==> src/rtl/fir_coeff_loader.sv <==
// FIR coefficient-RAM update initiator: burst-writes a host-filled shadow file into the filter RAM.
// Optional macro FIR_COEFF_READBACK_EN adds a read-back/compare pass with done/error reporting.
module fir_coeff_loader #(
  parameter int unsigned NUM_TAPS  = 33,
  parameter int unsigned ADDR_W    = 6,
  parameter int unsigned DATA_W    = 16,
  parameter int unsigned ADDR_BASE = 1,
  parameter int unsigned RD_LAT    = 1
) (
  input  logic              iClk_12M,
  input  logic              iRst,
  input  logic              iHostWr,
  input  logic [ADDR_W-1:0] iHostAddr,
  input  logic [DATA_W-1:0] iHostData,
  input  logic              iStart,
  output logic              oCoeffiUpdateFlag,
  output logic              oCsnRam,
  output logic              oWrnRam,
  output logic [ADDR_W-1:0] oAddrRam,
  output logic [DATA_W-1:0] oWrDtRam,
  input  logic [DATA_W-1:0] iRdDtRam,
  output logic              oBusy,
  output logic              oDone,
  output logic              oErr,
  output logic [ADDR_W-1:0] oErrAddr
);

  localparam logic [ADDR_W-1:0] LAST_TAP = ADDR_W'(NUM_TAPS - 1);
  localparam logic [ADDR_W-1:0] BASE     = ADDR_W'(ADDR_BASE);

  generate
    if (NUM_TAPS + ADDR_BASE > (2 ** ADDR_W)) begin : g_bad_addr_cfg
      $error("fir_coeff_loader: NUM_TAPS + ADDR_BASE exceeds RAM address space");
    end
    if (RD_LAT < 1) begin : g_bad_lat_cfg
      $error("fir_coeff_loader: RD_LAT must be at least 1");
    end
  endgenerate

  typedef enum logic [2:0] {IDLE, WRITE, READ, DRAIN, DONE} state_t;

  state_t            state;
  logic [ADDR_W-1:0] tap;
  logic [ADDR_W-1:0] tap_nxt;
  logic [DATA_W-1:0] shadow [NUM_TAPS];

  assign tap_nxt = tap + ADDR_W'(1);

  // Host shadow file; frozen while a transfer is in flight.
  always_ff @(posedge iClk_12M or posedge iRst) begin
    if (iRst) begin
      for (int i = 0; i < NUM_TAPS; i++) shadow[i] <= '0;
    end else if (iHostWr && !oBusy && (iHostAddr <= LAST_TAP)) begin
      shadow[iHostAddr] <= iHostData;
    end
  end

`ifdef FIR_COEFF_READBACK_EN
  localparam int unsigned CNT_W = (RD_LAT > 1) ? $clog2(RD_LAT) : 1;

  logic [CNT_W-1:0]  drain_cnt;
  logic [RD_LAT-1:0] pipe_vld;
  logic [ADDR_W-1:0] pipe_addr [RD_LAT];
  logic [ADDR_W-1:0] cmp_addr;
  logic [ADDR_W-1:0] cmp_tap;

  assign cmp_addr = pipe_addr[RD_LAT-1];
  assign cmp_tap  = cmp_addr - BASE;

  // Tracks each read address until its data returns RD_LAT cycles later.
  always_ff @(posedge iClk_12M or posedge iRst) begin
    if (iRst) begin
      pipe_vld <= '0;
      for (int i = 0; i < RD_LAT; i++) pipe_addr[i] <= '0;
    end else begin
      pipe_vld[0]  <= !oCsnRam && oWrnRam;
      pipe_addr[0] <= oAddrRam;
      for (int i = 1; i < RD_LAT; i++) begin
        pipe_vld[i]  <= pipe_vld[i-1];
        pipe_addr[i] <= pipe_addr[i-1];
      end
    end
  end
`else
  logic unused_rd;
  assign unused_rd = ^iRdDtRam;
  assign oErr      = 1'b0;
  assign oErrAddr  = '0;
`endif

  always_ff @(posedge iClk_12M or posedge iRst) begin
    if (iRst) begin
      state             <= IDLE;
      tap               <= '0;
      oCoeffiUpdateFlag <= 1'b0;
      oCsnRam           <= 1'b1;
      oWrnRam           <= 1'b1;
      oAddrRam          <= '0;
      oWrDtRam          <= '0;
      oBusy             <= 1'b0;
      oDone             <= 1'b0;
`ifdef FIR_COEFF_READBACK_EN
      drain_cnt         <= '0;
      oErr              <= 1'b0;
      oErrAddr          <= '0;
`endif
    end else begin
      oDone <= 1'b0;
`ifdef FIR_COEFF_READBACK_EN
      // Only the first mismatch of a transfer is recorded.
      if (pipe_vld[RD_LAT-1] && !oErr && (iRdDtRam != shadow[cmp_tap])) begin
        oErr     <= 1'b1;
        oErrAddr <= cmp_addr;
      end
`endif
      case (state)
        IDLE: begin
          if (iStart) begin
            state             <= WRITE;
            tap               <= '0;
            oBusy             <= 1'b1;
            oCoeffiUpdateFlag <= 1'b1;
            oCsnRam           <= 1'b0;
            oWrnRam           <= 1'b0;
            oAddrRam          <= BASE;
            oWrDtRam          <= shadow[0];
`ifdef FIR_COEFF_READBACK_EN
            oErr              <= 1'b0;
            oErrAddr          <= '0;
`endif
          end
        end
        WRITE: begin
          if (tap == LAST_TAP) begin
            tap               <= '0;
            oCoeffiUpdateFlag <= 1'b0;
            oWrDtRam          <= '0;
            oWrnRam           <= 1'b1;
`ifdef FIR_COEFF_READBACK_EN
            state             <= READ;
            oCsnRam           <= 1'b0;
            oAddrRam          <= BASE;
`else
            state             <= DONE;
            oCsnRam           <= 1'b1;
            oAddrRam          <= '0;
            oBusy             <= 1'b0;
            oDone             <= 1'b1;
`endif
          end else begin
            tap      <= tap_nxt;
            oAddrRam <= BASE + tap_nxt;
            oWrDtRam <= shadow[tap_nxt];
          end
        end
`ifdef FIR_COEFF_READBACK_EN
        READ: begin
          if (tap == LAST_TAP) begin
            state     <= DRAIN;
            tap       <= '0;
            drain_cnt <= '0;
            oCsnRam   <= 1'b1;
            oAddrRam  <= '0;
          end else begin
            tap      <= tap_nxt;
            oAddrRam <= BASE + tap_nxt;
          end
        end
        DRAIN: begin
          if (drain_cnt == CNT_W'(RD_LAT - 1)) begin
            state <= DONE;
            oBusy <= 1'b0;
            oDone <= 1'b1;
          end else begin
            drain_cnt <= drain_cnt + CNT_W'(1);
          end
        end
`endif
        DONE: begin
          state <= IDLE;
        end
        default: begin
          state <= IDLE;
        end
      endcase
    end
  end

endmodule

==> config.mk <==
export PLATFORM = sky130hd
export DESIGN_NAME = fir_coeff_loader
export DESIGN_NICKNAME = d
export VERILOG_FILES = /design/src/rtl/fir_coeff_loader.sv
export SDC_FILE = /design/constraint.sdc
export NUM_CORES = 1
export LEC_CHECK = 0
export ABC_AREA = 1
export BUFFER_PORTS_ARGS = -buffer_cell sky130_fd_sc_hd__buf_4
export CORE_MARGIN = 3
export CORE_UTILIZATION = 65
export DETAILED_ROUTE_END_ITERATION = 7
export GPL_TIMING_DRIVEN = 1
export PLACE_DENSITY = 0.83
export SLEW_MARGIN = 20
export SYNTH_ARGS = -nofsm -noshare
export SYNTH_HDL_FRONTEND = slang
export SYNTH_SLANG_ARGS = --single-unit
==> constraint.sdc <==
create_clock -name iClk_12M -period 44.5 [get_ports iClk_12M]
set_input_delay 4.45 -clock iClk_12M [delete_from_list [all_inputs] [get_ports iClk_12M]]
set_output_delay 4.45 -clock iClk_12M [all_outputs]
set_load 0.01 [all_outputs]
==> key figures <==
Power
  – Final Power: roughly 1.7 mW
  – Leak pwr: 13.9 nW
  – Worst IR Drop VDD: 0.0700 mV
  – Power density over the cells: about 60 mW/mm²

Timing
  – Final slew viol count: 0
  – FMAX: 0.154 GHz
  – Fin Setup TNS: 0 ns
  – Setup Viol. Count Final: 0
  – Tcrit/Tclk final: 14.6%
  – Tmin final: 6.48 ns
  – RSZ-0062 raised after global routing: no
  – Worst slew margin: 21.3%
  – WHS: between 0.4 and 0.5 ns
  – Final hold vios: 0
  – Final worst slack: roughly 38 ns
  – Tightest Pin Transition: 1.18 ns
  – Worst-case clock skew: 0.0111 ns

Critical path
  – Crit. path cell count: 8
  – Crit Path Class: in2reg
  – CP endpoint kind: register
  – FF-to-FF setup slack: 39.71 ns
  – Critical path's largest stage delay: 0.76 ns
  – Setup crit end: shadow[341]
  – Worst setup startpoint: iHostAddr[1]
  – Reg2reg end: oWrDtRam[9]
  – Worst Path Buf+Inv: 1
  – Startpoint class of the critical path: input pin
  – R2r startpoint: tap[0]
  – Slowest cell on crit path: nand2_1
  – Data required, critical path: 44.97 ns
  – Critical-path maximum fanout: 32
  – CP arrival: 6.95 ns
  – CP Cell Sequence: buf_4 -> nor2_1 -> nand2_1 -> o21ai_2 -> nand3_4 -> nor2_1 -> nand2_1 -> o21ai_0
  – Reg2Reg Depth: 12
  – Largest delay share family, worst path: simple AND/OR/NAND/NOR gates

Placement
  – Place WS: 37.57 ns
  – Hpwl dp: roughly 40 mm
  – Area after DPL: 0.0266 mm²
  – Buffers on Ports: 52
  – Inst Count DP: 3801
  – Final GP Congestion: 0.861

Synthesis
  – Yosys top cell by area: dfrtp_1
  – Simple-gate share of the synthesized area: 27.9%
  – Post-Syn Area: 0.0265 mm²
  – Register area share after synthesis: 53.0%
  – Synth warn: 0
  – Most used DFF post-synth: dfrtp_1
  – Count leader, synth: nand2_1
  – Seq cells post-synth: 561
  – Post-synthesis async set-or-reset flop share: between 90% and 100%
  – Adder-cell area share of the yosys netlist: 0.142%
  – Synth area leaders: dfrtp_1 53%, nand2_1 20%, o21ai_0 9.5%, nand3_1 6.2%, inv_1 2.7%
  – Compound-Gate Fraction of Synth Area: between 10% and 20%
  – Largest family of logic cells by synthesized area: simple AND/OR/NAND/NOR gates
  – Yosys cell types: 32
  – Mux contribution to synthesized area: 0%
  – Number of flops mapped to enable cells by yosys: 0
  – Syn Inst Count: 3473
  – Synth Area in XOR/XNOR: 0.227%
  – Yosys top cell area share: 52.9%
  – Mapped Avg Cell Area: about 7.6 µm²
  – Synth top cells by count: 1409 x nand2_1, 560 x dfrtp_1, 502 x o21ai_0

Die
  – # IOs: 76
  – Starting density of the core: 66.2%
  – Cell Rows: 73
  – Width of the die: 208 µm
  – Core area: 0.0400 mm²
  – Area of the die: 0.0432 mm²
  – Die Ht: approximately 210 µm

Global route
  – Total grt overflow: 0
  – First-pass GRT wire length: 117 mm
  – Vias in the first global route: 22400
  – Largest net degree at the start of global routing: between 150 and 200
  – Tot GR Track Use: 33.3%
  – Antenna violations before repair: 1

CTS
  – Hold Buf Count CTS: 0
  – Clock transition at the registers of the reported paths: 0.06 ns
  – Clock Latency Late Sink: roughly 0.6 ns
  – Post CTS Setup Buffer Count: 0
  – Num CTS Buffers: 57
  – # clock sinks: 561
  – Clk buf depth: 3
  – H-tree levels: 2
  – Root buffer cell: clkbuf_16
  – CTS tree: built
  – Post-CTS sizing: 0

Min path
  – Worst hold path type: reg2reg
  – Hold depth: 2

Detailed routing
  – # DRC: 0
  – Final WL: 72.4 mm
  – Drt wl/cell: 18.6 µm
  – Pre-antenna DRT Iters: 6
  – DR vias/cell: 5.99
  – Post-route ant nets: 0
  – Vias: 23400
  – Starting DRC count in detailed routing: 3037

Finish
  – Nets: 3380
  – Number of filler cells placed in the layout: 3003
  – Fin util: 71.2%
  – Area grow syn2layout: 7.59%
  – Post-route cell area: 0.0285 mm²
  – Post-layout instance count excluding filler cells: 3903
  – Share of cells above drive strength 1: 5.77%

Job
  – Max cap viols: 0

Outcome
  – Run status: completed
[worst min-delay path by stage]
stage / from / endpoint
finish: shadow[397] / shadow[397]
CTS: shadow[385] / shadow[385]
detailed placement: shadow[392] / shadow[392]
floorplan: shadow[399] / shadow[399]
global placement: shadow[392] / shadow[392]
global route: shadow[320] / shadow[320]
[report_power, final]
part	total, mW	internal [mW]	switching [mW]
Clock	0.472	0.278	0.194
Sequential	0.600	0.562	0.0382
Combinational	0.645	0.178	0.467
Total	1.72	1.02	0.699
[worst min-delay path: stages (launching register included)]
cell and delay [ns]:
dfrtp_1 0.34, nand2_1 0.05, o21ai_0 0.06
[per-layer routing]
metal | wire (µm) | GRT usage (%) | part of all wire (%) | vias up
li1 | - | - | - | 10800
met1 | 28900 | 46.5 | 40 | 11200
met2 | 32900 | 51.3 | 45 | 1251
met3 | 6880 | 5.41 | 9.5 | 215
met4 | 3790 | 16.6 | 5.2 | 0
met5 | 0 | 0 | 0 | -
[cell families after synthesis]
kind of cell	after synthesis
AO/OA/AOI/OAI	594
flip-flops	561
buffers and inverters	478
other	1
XOR/XNOR	6
adder cells (fa/ha/maj)	3
AND/OR/NAND/NOR	1830
[layout by cell type, fill, tap and decap left out, drive strengths merged]
cell      instances
buf              76
a32o              1
inv             191
bufinv            4
nand4            18
nand3           328
xor2              5
o22ai             4
nor2             68
o21ai           568
a21oi            18
a31oi             1
nor3              4
clkinvlp          1
diode             1
clkbuf           86
o31ai             2
ha                3
clkinv           18
dfstp             1
dfrtp           560
xnor2             1
nor4              3
conb              7
nand2          1409
[flip-flops by register name, summed over array words and instances, names as in the netlist]
name	count
oDone	1
shadow	528
oWrnRam	1
state	2
oBusy	1
oWrDtRam	16
tap	6
oAddrRam	6
[cell type report]
class,count,area (µm²),share of cell area [%]
Multi-Input combinational cell,2440,10600,37.2
Clock inverter,15,178,0.623
Antenna cell,1,2.50,0.00878
Clock buffer,86,1660,5.81
Sequential cell,561,14000,49.3
Inverter,199,763,2.68
Timing Repair Buffer,76,612,2.15
Tap cell,525,657,2.30
Power figures use the tool's default switching activity.
